**config.mk**
```make
export PLATFORM = sky130hd
export DESIGN_NAME = logic_eval_fifo_flat
export DESIGN_NICKNAME = d
export VERILOG_FILES = /design/src/rtl/logic_eval_fifo_if.sv /design/src/rtl/logic_eval_fifo.sv /design/src/flat_wrapper.sv
export SDC_FILE = /design/constraint.sdc
export NUM_CORES = 1
export LEC_CHECK = 0
export CAP_MARGIN = 10
export CORE_ASPECT_RATIO = 0.9
export CORE_MARGIN = 4
export CORE_UTILIZATION = 50
export DETAILED_ROUTE_END_ITERATION = 12
export PLACE_DENSITY = 0.74
export SYNTH_ARGS = -nofsm -noshare
export SYNTH_HDL_FRONTEND = slang
export SYNTH_SLANG_ARGS = --single-unit
```
**constraint.sdc**
```tcl
create_clock -name clk -period 2.3 [get_ports clk]
set_input_delay 0.46 -clock clk [delete_from_list [all_inputs] [get_ports clk]]
set_output_delay 0.46 -clock clk [all_outputs]
set_load 0.005 [all_outputs]
```
**src/rtl/logic_eval_fifo_if.sv**
```systemverilog
// Operand-side and result-side valid/ready bundle for logic_eval_fifo.
// The block itself takes the slave modport; producers and consumers take master.
interface logic_eval_fifo_if #(
    parameter int WIDTH = 8
);
    localparam int ONES_W = $clog2(WIDTH + 1);

    logic              in_valid;
    logic              in_ready;
    logic [1:0]        mode;
    logic [WIDTH-1:0]  port_a;
    logic [WIDTH-1:0]  port_b;
    logic [WIDTH-1:0]  port_c;
    logic              out_valid;
    logic              out_ready;
    logic [WIDTH-1:0]  out_q;
    logic [ONES_W-1:0] out_ones;

    modport master (
        output in_valid, mode, port_a, port_b, port_c, out_ready,
        input  in_ready, out_valid, out_q, out_ones
    );

    modport slave (
        input  in_valid, mode, port_a, port_b, port_c, out_ready,
        output in_ready, out_valid, out_q, out_ones
    );
endinterface

```
**src/rtl/logic_eval_fifo.sv**
```systemverilog
// Selectable bitwise function of A/B/C, queued with its popcount in an output FIFO,
// plus a saturating count of accepted non-zero results.
module logic_eval_fifo #(
    parameter int WIDTH      = 8,
    parameter int FIFO_DEPTH = 4,
    parameter int CNT_W      = 16
) (
    input  logic                          clk,
    input  logic                          rst_n,
    logic_eval_fifo_if.slave              bus,
    input  logic                          cnt_clr,
    output logic [CNT_W-1:0]              match_cnt,
    output logic [$clog2(FIFO_DEPTH):0]   fifo_level
);
    localparam int PTR_W  = $clog2(FIFO_DEPTH);
    localparam int ONES_W = $clog2(WIDTH + 1);
    localparam logic [PTR_W:0] LVL_FULL = (PTR_W + 1)'(FIFO_DEPTH);

    logic [WIDTH-1:0]  q_mem    [FIFO_DEPTH];
    logic [ONES_W-1:0] ones_mem [FIFO_DEPTH];
    logic [PTR_W-1:0]  wr_ptr;
    logic [PTR_W-1:0]  rd_ptr;
    logic [WIDTH-1:0]  result;
    logic [ONES_W-1:0] result_ones;
    logic              full;
    logic              empty;
    logic              push;
    logic              pop;

    always_comb begin
        result = '0;
        case (bus.mode)
            2'b00: result = bus.port_b & (bus.port_a | bus.port_c);
            2'b01: result = bus.port_a & bus.port_b;
            2'b10: result = bus.port_a | bus.port_b | bus.port_c;
            2'b11: result = bus.port_a ^ bus.port_b ^ bus.port_c;
            default: result = '0;
        endcase
    end

    always_comb begin
        result_ones = '0;
        for (int unsigned i = 0; i < WIDTH; i++) begin
            result_ones = result_ones + ONES_W'(result[i]);
        end
    end

    // Ready depends on the registered level only, so a full FIFO refuses a push
    // even while it is being popped in the same cycle.
    assign full         = (fifo_level == LVL_FULL);
    assign empty        = (fifo_level == '0);
    assign bus.in_ready = !full;
    assign push         = bus.in_valid && !full;
    assign bus.out_valid = !empty;
    assign pop          = !empty && bus.out_ready;

    assign bus.out_q    = empty ? '0 : q_mem[rd_ptr];
    assign bus.out_ones = empty ? '0 : ones_mem[rd_ptr];

    always_ff @(posedge clk) begin
        if (push) begin
            q_mem[wr_ptr]    <= result;
            ones_mem[wr_ptr] <= result_ones;
        end
    end

    always_ff @(posedge clk or negedge rst_n) begin
        if (!rst_n) begin
            wr_ptr     <= '0;
            rd_ptr     <= '0;
            fifo_level <= '0;
        end else begin
            if (push) begin
                wr_ptr <= wr_ptr + PTR_W'(1);
            end
            if (pop) begin
                rd_ptr <= rd_ptr + PTR_W'(1);
            end
            case ({push, pop})
                2'b10:   fifo_level <= fifo_level + (PTR_W + 1)'(1);
                2'b01:   fifo_level <= fifo_level - (PTR_W + 1)'(1);
                default: fifo_level <= fifo_level;
            endcase
        end
    end

    always_ff @(posedge clk or negedge rst_n) begin
        if (!rst_n) begin
            match_cnt <= '0;
        end else if (cnt_clr) begin
            match_cnt <= '0;
        end else if (push && (result != '0) && (match_cnt != '1)) begin
            match_cnt <= match_cnt + CNT_W'(1);
        end
    end
endmodule

```
**src/flat_wrapper.sv**
```systemverilog
// flat-port wrapper written by rule: the top's interface ports become plain ports
module logic_eval_fifo_flat 
#(
    parameter int WIDTH      = 8,
    parameter int FIFO_DEPTH = 4,
    parameter int CNT_W      = 16
)
  (clk, rst_n, cnt_clr, match_cnt, fifo_level, bus_in_valid, bus_mode, bus_port_a, bus_port_b, bus_port_c, bus_out_ready, bus_in_ready, bus_out_valid, bus_out_q, bus_out_ones);
  logic_eval_fifo_if #(.WIDTH(WIDTH)) bus_i ();
  input  logic clk;
  input  logic rst_n;
  input  logic cnt_clr;
  output logic [CNT_W-1:0] match_cnt;
  output logic [$clog2(FIFO_DEPTH):0] fifo_level;
  input wire logic [$bits(bus_i.in_valid)-1:0] bus_in_valid;
  input wire logic [$bits(bus_i.mode)-1:0] bus_mode;
  input wire logic [$bits(bus_i.port_a)-1:0] bus_port_a;
  input wire logic [$bits(bus_i.port_b)-1:0] bus_port_b;
  input wire logic [$bits(bus_i.port_c)-1:0] bus_port_c;
  input wire logic [$bits(bus_i.out_ready)-1:0] bus_out_ready;
  output wire logic [$bits(bus_i.in_ready)-1:0] bus_in_ready;
  output wire logic [$bits(bus_i.out_valid)-1:0] bus_out_valid;
  output wire logic [$bits(bus_i.out_q)-1:0] bus_out_q;
  output wire logic [$bits(bus_i.out_ones)-1:0] bus_out_ones;
  assign bus_i.in_valid = bus_in_valid;
  assign bus_i.mode = bus_mode;
  assign bus_i.port_a = bus_port_a;
  assign bus_i.port_b = bus_port_b;
  assign bus_i.port_c = bus_port_c;
  assign bus_i.out_ready = bus_out_ready;
  assign bus_in_ready = bus_i.in_ready;
  assign bus_out_valid = bus_i.out_valid;
  assign bus_out_q = bus_i.out_q;
  assign bus_out_ones = bus_i.out_ones;
  logic_eval_fifo #(.WIDTH(WIDTH), .FIFO_DEPTH(FIFO_DEPTH), .CNT_W(CNT_W)) u_core (.clk(clk), .rst_n(rst_n), .bus(bus_i), .cnt_clr(cnt_clr), .match_cnt(match_cnt), .fifo_level(fifo_level));
endmodule
```
==> impl_metrics.csv, run 1 <==
group,metric,value,unit
routing,wl_per_cell,16.6,µm
timing,period_share,159,%
cts,cts_hold_buf,0,
routing,ant_nets,0,
global_routing,grt_pass1_wl,14500,µm
die,die-area,9250,µm²
timing,drv_slew,0,
die,fp.dieH,91.7,µm
min_path,min-delay-path-class,"input port to asynchronous set/reset pin",
place,dp.cells,494,
worst_setup_path,critPathLaunchType,"input port",
routing,drt_first_pass_iters,4,
worst_setup_path,slowest_stage,"fa_1",
worst_setup_path,cpPeakStageDelay,0.54,ns
worst_setup_path,endpoint_kind,"register",
final_layout,fin_util,77.3,%
yosys,synth_area_leaders,"edfxtp_1 37%, dfrtp_1 15%, mux4_2 7.0%, ha_1 5.8%, xnor2_1 3.4%",
worst_setup_path,path_cells,"buf_12 -> inv_12 -> ha_4 -> xnor2_2 -> a221o_2 -> o21ai_4 -> inv_2 -> ha_4 -> fa_1 -> inv_2 -> fa_1 -> inv_2 -> fa_2 -> fa_2 -> xor2_4",
cts,cts_tree,"done",
cts,cts_root_buf,"clkbuf_8",
timing,setup_violations,19,
yosys,synth_area_per_cell,12.8,µm²
final_layout,n_fill_cell,475,
timing,final-hold-violation-count,0,
yosys,yosys_warnings,0,
timing,timing.fmax,273,MHz
routing,drtIter0Drc,152,
timing,tightestPinTransition,0.360,ns
yosys,ys_top_cells_by_count,"48 x edfxtp_1, 31 x inv_1, 26 x nor2_1, 23 x dfrtp_1, 18 x ha_1",
yosys,syn_inst,304,
yosys,ys_async_sr_fraction,32.4,%
run_status,violations,"negative setup slack",
timing,relSlewSlack,75.9,%
die,core-area,7540,µm²
routing,drc,0,
final_layout,fin_area,5830,µm²
power,power_density,959,nW/µm²
final_layout,n_antenna_cell,0,
yosys,synth_top_area_share,37.1,%
global_routing,grt_pass1_vias,2937,
final_layout,area_growth,50.0,%
die,rows,30,
place,dp_hpwl,5980,µm
place,numPortBuffers,63,
timing,whs,0.469,ns
yosys,synthSimpleGateAreaFrac,11.4,%
cts,cts-buffers-inserted,9,
timing,period_needed,3.66,ns
yosys,synth_xor_area_share,4.28,%
cts,clkSinkCount,71,
routing,routed_via_density,5.29,
run_status,status,"complete, but fails checks",
yosys,synth_area,3890,µm²
final_layout,fin_cells,539,
power,power_leakage,2.37,nW
cts,cts_buffer_depth,2,
routing,drt_wl_total,8970,µm
worst_setup_path,critPathKind,"input port to register",
place,placed_area,5070,µm²
yosys,synth_most_common_cell,"edfxtp_1",
final_layout,nets,492,
yosys,synthMuxAreaShare,8.08,%
cts,clock_latency,0.34,ns
yosys,synthAdderAreaFrac,8.37,%
worst_setup_path,crit_top_cell,"inv_2",
yosys,synthFlopType,"edfxtp_1",
final_layout,drive_gt1_share,46.0,%
yosys,ys_seq_area_share,51.9,%
yosys,synth_nets,358,
global_routing,grt_usage,20.1,%
yosys,synth_cell_types,57,
cts,htreeDepth,3,
routing,vias,2854,
yosys,ys_ff_latch,71,
worst_setup_path,crit_fanout,4,
global_routing,grt_remaining_overflow,0,
worst_setup_path,crit_required,2.38,ns
die,start_util,51.5,%
cts,cts.clk_slew.worst_paths,0.08,ns
timing,finalWorstSetupSlack,-1.36,ns
yosys,synth_compound_area_share,10.5,%
die,ios,64,
yosys,yosys.area.top_type,"edfxtp_1",
yosys,synth_top_family_by_area,"simple AND/OR/NAND/NOR gates",
power,ir_drop,0.489,mV
global_routing,grt_max_degree,25,
run,cap_violations,0,
place,gp_congestion,0.829,
yosys,synth_edf_count,48,
timing,skew,0.00726,ns
worst_setup_path,worst-endpoint-arrival,3.74,ns
die,die_w,101,µm
global_routing,antenna_found_initial,0,
timing,rsz0062_at_grt,"yes",
## cell type report
cell class	instances	area, µm²	share of cell area (%)
clock buffer	9	124	2.12
clock inverter	7	103	1.76
inverter	33	151	2.60
multi-input combinational	188	2040	35.1
sequential	71	2020	34.6
tap	96	120	2.06
timing repair buffer	135	1270	21.8
## per-layer routing
metal	share of wire, %	vias up	wire length (µm)	global-route usage [%]
met4	0.78	0	70	4.10
met3	4.8	7	430	4.56
met5	0	-	0	0
li1	-	1374	-	-
met2	52	75	4680	34.2
met1	42	1398	3800	26.4
## cell families after synthesis
group / after synthesis
simple gates: 82
xor+xnor: 19
buf+inv: 45
compound gates: 48
mux: 16
flops: 71
fa+ha+maj: 23
## per-stage QoR
stage / TNS, ns / worst slack, ns / total power, mW
after floorplan: -22.02 / -1.53 / 3.00
after global placement: -45.62 / -2.18 / 3.88
after CTS: -21.82 / -1.43 / 5.55
after detailed placement: -47.03 / -2.23 / 3.97
final: -18.69 / -1.36 / 5.59
after global routing: -20.26 / -1.44 / 5.91
## state kept, by name, summed over array words and instances, names as in the netlist
register,count
u_core.q_mem,32
u_core.match_cnt,16
u_core.ones_mem,16
u_core.fifo_level,3
u_core.rd_ptr,2
u_core.wr_ptr,2
## final timing paths
check	from	to	slack (ns)	cells past startpoint
worst max-delay path	bus_port_a[1]	u_core.ones_mem[3][2]$_DFFE_PP_	-1.36	15
worst min-delay path	rst_n	u_core.rd_ptr[0]$_DFFE_PN0P_	0.47	2
worst max register to register	u_core.match_cnt[3]$_DFFE_PN0P_	u_core.match_cnt[12]$_DFFE_PN0P_	0.08	9
worst min register to register	u_core.fifo_level[2]$_DFFE_PN0P_	u_core.fifo_level[2]$_DFFE_PN0P_	0.51	1
max in group asynchronous	rst_n	u_core.rd_ptr[0]$_DFFE_PN0P_	1.58	2
min in group clk	u_core.fifo_level[2]$_DFFE_PN0P_	u_core.fifo_level[2]$_DFFE_PN0P_	0.51	1
## critical path: cells and delay by family
kind | cells | cell delay [ns]
xor gates and xnor gates | 2 | 0.30
buffers and inverters | 5 | 0.26
AOI/OAI and AO/OA | 2 | 0.44
adders and majority gates | 6 | 2.29
## placed cells by master, fill, tap and decap left out, types with 5 or more instances in the layout
| master | instances |
|---|---|
| buf_4 | 48 |
| edfxtp_1 | 48 |
| buf_6 | 31 |
| clkdlybuf4s50_1 | 27 |
| nor2_1 | 26 |
| dfrtp_1 | 22 |
| inv_2 | 14 |
| inv_1 | 13 |
| mux4_2 | 12 |
| xnor2_1 | 9 |
| nand2_1 | 9 |
| ha_4 | 9 |
| ha_1 | 9 |
| clkbuf_8 | 9 |
| and2_1 | 7 |
| and2_4 | 7 |
| dlygate4sd2_1 | 7 |
| xnor2_2 | 6 |
| nand4_1 | 6 |
| a21oi_1 | 5 |
| and3_1 | 5 |
| a21oi_2 | 5 |
| clkbuf_2 | 5 |
| buf_2 | 5 |
| buf_12 | 5 |
## where the power goes
group	switching (mW)	leakage (nW)	internal [mW]	total [mW]
Combinational	1.08	1.51	1.53	2.61
Sequential	0.119	0.745	1.73	1.85
Clock	0.513	0.111	0.624	1.14
Total	1.71	2.37	3.88	5.59
## timing repair
item	CTS	global route
gates resized for setup	145	49
buffers inserted	26	12
endpoints found under the setup margin	44	44
cloned	1	0
pin swaps	47	29
(Power assumes the default switching activity.)
==> run 2: changes to the inputs <==
Settings changed: SKIP_LAST_GASP set to 1.
==> run 2 against run 1 <==
Against the previous run: the flow still finishes with violations (negative setup slack); final area down 0.73%; worst setup slack improved by 0.0024 ns; total power decreased by 1.8%; final cell count fell by 0.19%; worst hold slack got worse by 0.0050 ns; global-route usage rose by 0.16 points; core utilization fell by 0.56 points; sequential power about the same; combinational power down 3%; register-to-register slack improved by 0.03 ns; clock power about the same; critical endpoint unchanged.
==> impl_metrics.csv, run 2 (same netlist as run 1, synthesis figures left out) <==
group,metric,value,unit
run_status,status,"complete, but fails checks",
run_status,violations,"negative setup slack",
die,die_w,101,µm
final_layout,area_growth,48.9,%
routing,drt_first_pass_iters,4,
worst_setup_path,critPathKind,"input port to register",
global_routing,grt_usage,20.2,%
die,ios,64,
cts,cts_root_buf,"clkbuf_8",
cts,htreeDepth,3,
timing,whs,0.464,ns
final_layout,reg_top3,"u_core.q_mem (32), u_core.match_cnt (16), u_core.ones_mem (16)",
final_layout,drive_gt1_share,46.2,%
final_layout,largest_reg_flops,32,
die,fp.dieH,91.7,µm
power,ir_drop,0.485,mV
timing,drv_slew,0,
final_layout,fin_util,76.7,%
final_layout,n_antenna_cell,0,
global_routing,antenna_found_initial,0,
place,numPortBuffers,63,
die,die-area,9250,µm²
worst_setup_path,critPathTopFamily,"adder cells",
timing,final-hold-violation-count,0,
worst_setup_path,rr_endpoint,"u_core.match_cnt[12]$_DFFE_PN0P_",
global_routing,grt_pass1_vias,2936,
worst_setup_path,cpPeakStageDelay,0.54,ns
final_layout,nets,491,
place,dp_hpwl,5980,µm
cts,cts-buffers-inserted,9,
timing,tightestPinTransition,0.353,ns
worst_setup_path,critPathLaunchType,"input port",
worst_setup_path,crit_top_cell,"inv_2",
place,gp_congestion,0.829,
routing,vias,2849,
run,cap_violations,0,
worst_setup_path,worst-endpoint-arrival,3.74,ns
timing,timing.fmax,273,MHz
worst_setup_path,endpoint_kind,"register",
min_path,min-delay-path-class,"input port to asynchronous set/reset pin",
worst_setup_path,crit_fanout,4,
die,core-area,7540,µm²
cts,cts.clk_slew.worst_paths,0.08,ns
worst_setup_path,slowest_stage,"fa_1",
timing,setup_violations,18,
routing,wl_per_cell,16.3,µm
routing,routed_via_density,5.30,
final_layout,final_cell_mix,"51 x buf_4, 48 x edfxtp_1, 27 x clkdlybuf4s50_1",
routing,drc,0,
worst_setup_path,crit_required,2.38,ns
die,rows,30,
final_layout,largest-register,"u_core.q_mem",
worst_setup_path,crit_buf_inv,5,
worst_setup_path,path_cells,"buf_12 -> inv_12 -> ha_4 -> xnor2_2 -> a221o_2 -> o21ai_4 -> inv_2 -> ha_4 -> fa_1 -> inv_2 -> fa_1 -> inv_2 -> fa_2 -> fa_2 -> xor2_4",
timing,rsz0062_at_grt,"yes",
routing,drtIter0Drc,141,
power,power_leakage,2.36,nW
timing,relSlewSlack,76.4,%
timing,finalWorstSetupSlack,-1.36,ns
cts,clock_latency,0.34,ns
global_routing,grt_max_degree,25,
timing,period_share,159,%
worst_setup_path,r2r_start,"u_core.match_cnt[3]$_DFFE_PN0P_",
worst_setup_path,r2r_slack,0.11,ns
timing,period_needed,3.66,ns
routing,ant_nets,0,
cts,cts_hold_buf,0,
global_routing,grt_remaining_overflow,0,
final_layout,final_common_cell,"buf_4",
routing,drt_wl_total,8770,µm
global_routing,grt_pass1_wl,14600,µm
timing,skew,0.00924,ns
power,power_density,948,nW/µm²
cts,clkSinkCount,71,
cts,cts_buffer_depth,2,
worst_setup_path,ff2ff_path_depth,9,
cts,cts_tree,"done",
die,start_util,51.5,%
run 2: cell types whose count changed in the layout (fill, tap and decap cells not counted), sizes merged:
cell           change
clkdlybuf4s15      -1
buf                -1
dlygate4sd2        +1
run 2: power by group:
group	total (mW)	leakage [nW]	switching [mW]	internal, mW
Combinational	2.52	1.50	1.05	1.47
Sequential	1.84	0.745	0.116	1.73
Clock	1.13	0.111	0.508	0.624
Total	5.49	2.36	1.67	3.82
run 2: layer usage:
metal	routed length (µm)	GRT usage, %	vias up	share of wire, %
li1	-	-	1371	-
met1	3630	26.6	1391	41
met2	4600	34.2	79	52
met3	451	4.56	8	5.1
met4	87	4.76	0	0.99
met5	0	0	-	0
run 2: timing repair:
action | CTS | global route
setup buffers | 26 | 12
endpoints found under the setup margin | 44 | 44
pin swaps | 44 | 30
hold endpoints to repair | 0 | 0
cloned | 1 | 0
gates resized for setup | 135 | 55
run 2: layout make-up:
class	count	area (µm²)
Clock buffer	9	124
Timing Repair Buffer	134	1230
Fill cell	479	1760
Sequential cell	71	2020
Tap cell	96	120
Multi-Input combinational cell	188	2050
Clock inverter	7	103
Inverter	33	151
run 2: worst register-to-register path: stages (launching register included):
cell and delay, ns:
dfrtp_1 0.43, and4_1 0.31, and3_1 0.29, nand3_1 0.15
o21ai_4 0.28, a21oi_4 0.09, buf_6 0.15, buf_6 0.12
a21bo_4 0.20, a21oi_2 0.10
run 2: worst max path at each step:
stage	startpoint	to	slack (ns)	cells after the start
finish	bus_port_a[1]	u_core.ones_mem[3][2]$_DFFE_PP_	-1.36	15
global placement	bus_port_a[1]	u_core.ones_mem[0][2]$_DFFE_PP_	-2.18	16
floorplan	bus_port_a[1]	u_core.ones_mem[0][2]$_DFFE_PP_	-1.53	14
global route	bus_port_a[1]	u_core.ones_mem[3][2]$_DFFE_PP_	-1.44	15
detailed placement	bus_port_a[1]	u_core.ones_mem[1][2]$_DFFE_PP_	-2.23	16
CTS	bus_port_a[1]	u_core.ones_mem[3][2]$_DFFE_PP_	-1.43	16
run 2: metrics by stage:
step / worst slack [ns] / cell area (µm²) / cells / TNS (ns) / power (mW)
after CTS: -1.43 / 5720 / 536 / -22.22 / 5.48
after global placement: -2.18 / 5070 / 494 / -45.62 / 3.88
after floorplan: -1.53 / 4060 / 304 / -22.02 / 3.00
after detailed placement: -2.23 / 5070 / 494 / -47.03 / 3.97
after global routing: -1.44 / 5790 / 538 / -20.02 / 5.83
final: -1.36 / 5790 / 538 / -18.42 / 5.49
